`config.mk`:
```
export PLATFORM = sky130hd
export DESIGN_NAME = hazard_detection_unit
export DESIGN_NICKNAME = d
export VERILOG_FILES = /design/src/rtl/hazard_pkg.sv /design/src/rtl/hazard_dep_check.sv /design/src/rtl/hazard_detection_unit.sv
export SDC_FILE = /design/constraint.sdc
export NUM_CORES = 1
export LEC_CHECK = 0
export BUFFER_PORTS_ARGS = -buffer_cell sky130_fd_sc_hd__buf_2
export CORE_AREA = 4 4 41 43
export CTS_CLUSTER_SIZE = 14
export DETAILED_ROUTE_END_ITERATION = 8
export DIE_AREA = 0 0 45 47
export GPL_ROUTABILITY_DRIVEN = 0
export PLACE_DENSITY_LB_ADDON = 0.25
export RECOVER_POWER = 50
export REMOVE_ABC_BUFFERS = 1
export SLEW_MARGIN = 30
export SYNTH_ARGS = -nofsm -noshare
export SYNTH_HDL_FRONTEND = slang
export SYNTH_HIERARCHICAL = 1
export SYNTH_SLANG_ARGS = --single-unit
```
`constraint.sdc`:
```
create_clock -name clk_i -period 2.3 [get_ports clk_i]
set_clock_uncertainty 0.1 [all_clocks]
set_input_delay 0.345 -clock clk_i [delete_from_list [all_inputs] [get_ports clk_i]]
set_output_delay 0.345 -clock clk_i [all_outputs]
set_load 0.02 [all_outputs]
```
`src/rtl/hazard_pkg.sv`:
```
// Shared types and stall lengths for the pipeline hazard controller.
// Holds the FSM state enum, the 2-bit stall count type and per-hazard stall lengths.
package hazard_pkg;

  typedef enum logic {
    RUN   = 1'b0,
    STALL = 1'b1
  } state_t;

  typedef logic [1:0] stall_cnt_t;

  localparam stall_cnt_t STALL_BR_LOAD_EX  = 2'd2;
  localparam stall_cnt_t STALL_LOAD_USE    = 2'd1;
  localparam stall_cnt_t STALL_BR_ALU      = 2'd1;
  localparam stall_cnt_t STALL_BR_LOAD_MEM = 2'd1;
  localparam stall_cnt_t STALL_NONE        = 2'd0;

endpackage

```
`src/rtl/hazard_dep_check.sv`:
```
// Register dependency check between ID and the EX/MEM destinations.
// Ports: ID sources, EX/MEM destination info in; required stall count n out.
module hazard_dep_check
  import hazard_pkg::*;
#(
  parameter int REG_AW = 5
) (
  input  logic [REG_AW-1:0] rs,
  input  logic [REG_AW-1:0] rt,
  input  logic              uses_rt,
  input  logic              branch,
  input  logic              ex_mem_read,
  input  logic              ex_reg_write,
  input  logic [REG_AW-1:0] ex_rd,
  input  logic              mem_mem_read,
  input  logic [REG_AW-1:0] mem_rd,
  output stall_cnt_t        n
);

  logic m_ex;
  logic m_mem;

  // $0 is hardwired, so a write to it never creates a dependency.
  assign m_ex  = (ex_rd != '0) &&
                 ((ex_rd == rs) || (uses_rt && (ex_rd == rt)));
  assign m_mem = (mem_rd != '0) &&
                 ((mem_rd == rs) || (uses_rt && (mem_rd == rt)));

  // Ordered: a branch on a fresh load needs the longest wait.
  always_comb begin
    n = STALL_NONE;
    if (branch && ex_mem_read && m_ex)
      n = STALL_BR_LOAD_EX;
    else if (ex_mem_read && m_ex)
      n = STALL_LOAD_USE;
    else if (branch && ex_reg_write && m_ex)
      n = STALL_BR_ALU;
    else if (branch && mem_mem_read && m_mem)
      n = STALL_BR_LOAD_MEM;
  end

endmodule

```
`src/rtl/hazard_detection_unit.sv`:
```
// Stall/flush controller for the 5-stage pipeline (load-use, branch-in-ID,
// taken branch/jump, data-memory wait). Outputs: pc_write, if_id_write,
// if_id_flush, id_ex_bubble, pipe_freeze. HAZARD_PERF_EN adds counters.
module hazard_detection_unit
  import hazard_pkg::*;
#(
  parameter int REG_AW = 5
`ifdef HAZARD_PERF_EN
  ,
  parameter int CNT_W  = 32
`endif
) (
  input  logic              clk_i,
  input  logic              rst_i,
  input  logic [REG_AW-1:0] IF_ID_Rs,
  input  logic [REG_AW-1:0] IF_ID_Rt,
  input  logic              IF_ID_UsesRt,
  input  logic              ID_Branch,
  input  logic              ID_Jump,
  input  logic              branch_taken,
  input  logic              ID_EX_MemRead,
  input  logic              ID_EX_RegWrite,
  input  logic [REG_AW-1:0] ID_EX_Rd,
  input  logic              EX_MEM_MemRead,
  input  logic [REG_AW-1:0] EX_MEM_Rd,
  input  logic              mem_stall_i,
  output logic              pc_write,
  output logic              if_id_write,
  output logic              if_id_flush,
  output logic              id_ex_bubble,
  output logic              pipe_freeze
`ifdef HAZARD_PERF_EN
  ,
  output logic [CNT_W-1:0]  stall_cycles_o,
  output logic [CNT_W-1:0]  flush_count_o
`endif
);

  state_t     state_q, state_d;
  stall_cnt_t cnt_q, cnt_d;
  stall_cnt_t n;
  stall_cnt_t n_m1;

  hazard_dep_check #(
    .REG_AW (REG_AW)
  ) u_dep (
    .rs           (IF_ID_Rs),
    .rt           (IF_ID_Rt),
    .uses_rt      (IF_ID_UsesRt),
    .branch       (ID_Branch),
    .ex_mem_read  (ID_EX_MemRead),
    .ex_reg_write (ID_EX_RegWrite),
    .ex_rd        (ID_EX_Rd),
    .mem_mem_read (EX_MEM_MemRead),
    .mem_rd       (EX_MEM_Rd),
    .n            (n)
  );

  assign n_m1 = n - 2'd1;

  always_ff @(posedge clk_i) begin
    if (rst_i) begin
      state_q <= RUN;
      cnt_q   <= '0;
    end else begin
      state_q <= state_d;
      cnt_q   <= cnt_d;
    end
  end

  always_comb begin
    state_d      = state_q;
    cnt_d        = cnt_q;
    pc_write     = 1'b0;
    if_id_write  = 1'b0;
    if_id_flush  = 1'b0;
    id_ex_bubble = 1'b0;
    pipe_freeze  = 1'b0;
    if (rst_i) begin
      id_ex_bubble = 1'b1;
    end else if (mem_stall_i) begin
      // Whole pipe waits on memory; stall sequencing is paused.
      pipe_freeze = 1'b1;
    end else if (state_q == STALL) begin
      id_ex_bubble = 1'b1;
      cnt_d        = cnt_q - 2'd1;
      if (cnt_q == 2'd1)
        state_d = RUN;
    end else if (n != STALL_NONE) begin
      id_ex_bubble = 1'b1;
      cnt_d        = n_m1;
      state_d      = (n_m1 != 2'd0) ? STALL : RUN;
    end else begin
      pc_write    = 1'b1;
      if_id_write = 1'b1;
      if_id_flush = ID_Jump || (ID_Branch && branch_taken);
    end
  end

`ifdef HAZARD_PERF_EN
  // Bubble outside reset marks exactly the stall cycles.
  always_ff @(posedge clk_i) begin
    if (rst_i) begin
      stall_cycles_o <= '0;
      flush_count_o  <= '0;
    end else begin
      if (id_ex_bubble && (stall_cycles_o != '1))
        stall_cycles_o <= stall_cycles_o + 1'b1;
      if (if_id_flush && (flush_count_o != '1))
        flush_count_o <= flush_count_o + 1'b1;
    end
  end
`endif

endmodule
```
==> run_results.csv <==
group,metric,value,unit
setup_path,max_stage_delay,520,ps
timing,drv_slew,0,
final_layout,n_antenna_cell,0,
timing,layout_setup_ws,-68.0,ps
detailed_routing,wl_per_cell,15.1,µm
timing,rsz0062_at_grt,"true",
setup_path,slowest_stage,"or4_4",
global_route,grt_pass1_wl,2870,µm
final_layout,num-nets-final,152,
setup_path,setup.worst_path.start,"EX_MEM_Rd[3]",
setup_path,critPathMaxFanout,4,
detailed_routing,drc,0,
cts,numCtsBuffers,3,
yosys,yosysTopAreaCell,"xnor2_1",
cts,htree_levels,1,
cts,cts_root_buf,"clkbuf_4",
floorplanning,rows,13,
power_and_ir_drop,powerDensity,330,nW/µm²
yosys,synthDominantCellAreaShare,35.4,%
global_route,antenna_found_initial,0,
timing,hold_viol,0,
yosys,synthDistinctLibCells,23,
setup_path,ff2ff_path_depth,4,
setup_path,ff2ff_setup_slack,1130,ps
setup_path,cp.depth,9,
placed_design,dpl.hpwl,1290,µm
cts,clk_latency,240,ps
timing,final-setup-viol-count,4,
worst_hold_path,hold_path_depth,2,
timing,relSlewSlack,81.8,%
setup_path,worst-path-buf-inv,3,
setup_path,cp_top_family,"simple AND/OR/NAND/NOR gates",
yosys,synth_area,494,µm²
setup_path,path_class,"in -> out",
setup_path,r2r_end,"cnt_q[1]",
floorplanning,die_w,45,µm
global_route,grt_max_degree,8,
setup_path,cp.arrival,1920,ps
final_layout,fin_util,76.6,%
floorplanning,start_util,38.0,%
yosys,synth_cells,65,
timing,post-route-period-util,103,%
global_route,first_global_vias,700,
cts,cts_tree,"yes",
power_and_ir_drop,ir_worst_vdd,0.212,mV
power_and_ir_drop,power,329,µW
detailed_routing,dr.pass1.iters,4,
yosys,synth_area_leaders,"xnor2_1 35%, dfxtp_1 12%, a21oi_1 5.1%",
yosys,ys.warnings.count,6,
final_layout,regArea,60.1,µm²
status,violations,"setup timing",
setup_path,crit_path_start_kind,"primary input",
final_layout,n_fill_cell,106,
setup_path,end_kind,"output port",
timing,maxClockFrequency,422,MHz
detailed_routing,vias,709,
detailed_routing,totalWireLength,2020,µm
final_layout,drive_above_1_share,61.3,%
yosys,syn_avg_cell_area,7.60,µm²
cts,clkTransAtPathRegs,40,ps
timing,tightest_slew,269,ps
detailed_routing,viasPerCell,5.29,
cts,hold_buffers,0,
yosys,synth.ff_latch_count,3,
run,cap_violations,0,
setup_path,crit_chain,"buf_6 > or4_4 > o2111ai_2 > a21oi_2 > inv_2 > ha_4 > nand2b_4 > nor4_2 > buf_2",
placed_design,pre_cts_ws,-184,ps
cts,cts.path.max_buffers,2,
floorplanning,coreArea,1300,µm²
detailed_routing,drt-initial-drc-count,8,
global_route,grt_overflow,0,
setup_path,critPathCapture,"if_id_flush",
final_layout,area_growth,102,%
cts,cts_sinks,3,
setup_path,reg2reg_from,"cnt_q[1]",
floorplanning,fp.dieArea,2120,µm²
floorplanning,ios,35,
detailed_routing,ant_nets,0,
floorplanning,die_h,47,µm
status,outcome,"complete, but fails checks",
placed_design,io_buffers,34,
global_route,grtUsageTotal,19.3,%
timing,timing.final.crit_period,2370,ps
setup_path,crit_required,1860,ps
power_and_ir_drop,leakagePower,0.000440,µW
final_layout,multiInputGateArea,532,µm²
yosys,ys_seq_area_share,12.2,%
worst_hold_path,hold_class,"in -> reg",
## per-layer routing
| layer | GRT usage, % | vias to the layer above | share of wire, % |
|---|---|---|---|
| li1 | - | 345 | - |
| met1 | 19.3 | 318 | 35 |
| met2 | 36.7 | 38 | 52 |
| met3 | 4.98 | 8 | 8.7 |
| met4 | 9.94 | 0 | 3.6 |
| met5 | 0 | - | 0 |
## how the worst min path moves through the flow
stage	startpoint	end	slack, ps
3_3_place_gp	cnt_q[0]	cnt_q[0]	390
3_5_place_dp	cnt_q[0]	cnt_q[0]	400
4_1_cts	rst_i	cnt_q[0]	260
6_report	rst_i	cnt_q[0]	290
2_1_floorplan	rst_i	cnt_q[0]	320
5_1_grt	rst_i	cnt_q[0]	300
## worst register-to-register path: stages, from the launching register on
cell	delay, ps
dfxtp_1	330
inv_1	50
ha_1	260
nor3b_1	40
nor4_1	290
## what timing repair did
action                                  in CTS  in global routing
cloned                                       0                  0
endpoints found under the setup margin       4                  5
pin swaps                                    7                 15
resized for setup                           19                 13
setup buffers                                6                  2
## registers in the layout (all words and copies together) (netlist names)
name     cells
cnt_q        2
state_q      1
## synth_stat cells (all sizes together)
cell type  number
nand4           2
o2111ai         1
nand3           3
nand2b          1
nor3b           1
a21o            2
nand2           5
xnor2          20
nor4b           1
nor4            2
a21oi           5
o21bai          2
o22ai           2
nor2            2
or4             1
buf             1
and4            1
nor3            2
inv             4
dfxtp           3
a311oi          2
ha              2
## cell type report
class,instances,area share (%)
multi-input combinational,57,53.3
timing repair buffer,51,34.6
sequential,3,6.02
clock buffer,4,2.63
tap,15,1.88
inverter,4,1.51
## power by group
group | leakage, µW | internal [µW] | switching, µW
combinational | 0.000401 | 95.0 | 78.9
sequential | 0.0000242 | 53.9 | 1.33
clock | 0.0000150 | 65.5 | 34.2
## cell families (layout without fill, tap and decap cells)
family	count (synthesis)	in the layout	synth area share, %
flip-flops	3	3	12.2
AND/OR/NAND/NOR	21	21	23.8
XOR/XNOR	20	20	35.4
adder cells (fa/ha/maj)	2	2	5.06
AO/OA/AOI/OAI	14	14	19.0
buffers and inverters	5	59	4.56
## layout by cell type, fill, tap and decap left out, types with 3 or more instances in the layout
master,instances
a21oi_1,4
clkbuf_4,3
xnor2_2,8
buf_2,27
dfxtp_1,3
nand2_1,5
buf_6,9
buf_4,14
nand3_1,3
xnor2_1,12
## metrics by stage
step | cell area [µm²] | std cells | hold slack, ps | TNS (ps)
CTS | 921 | 133 | 262 | -39.5
detailed placement | 751 | 123 | 395 | -785
finish | 997 | 134 | 287 | -190
floorplan | 487 | 64 | 317 | -1310
global route | 997 | 134 | 298 | -584
global placement | 751 | 123 | 394 | -513
No activity file was read; power rests on OpenSTA's default activity.
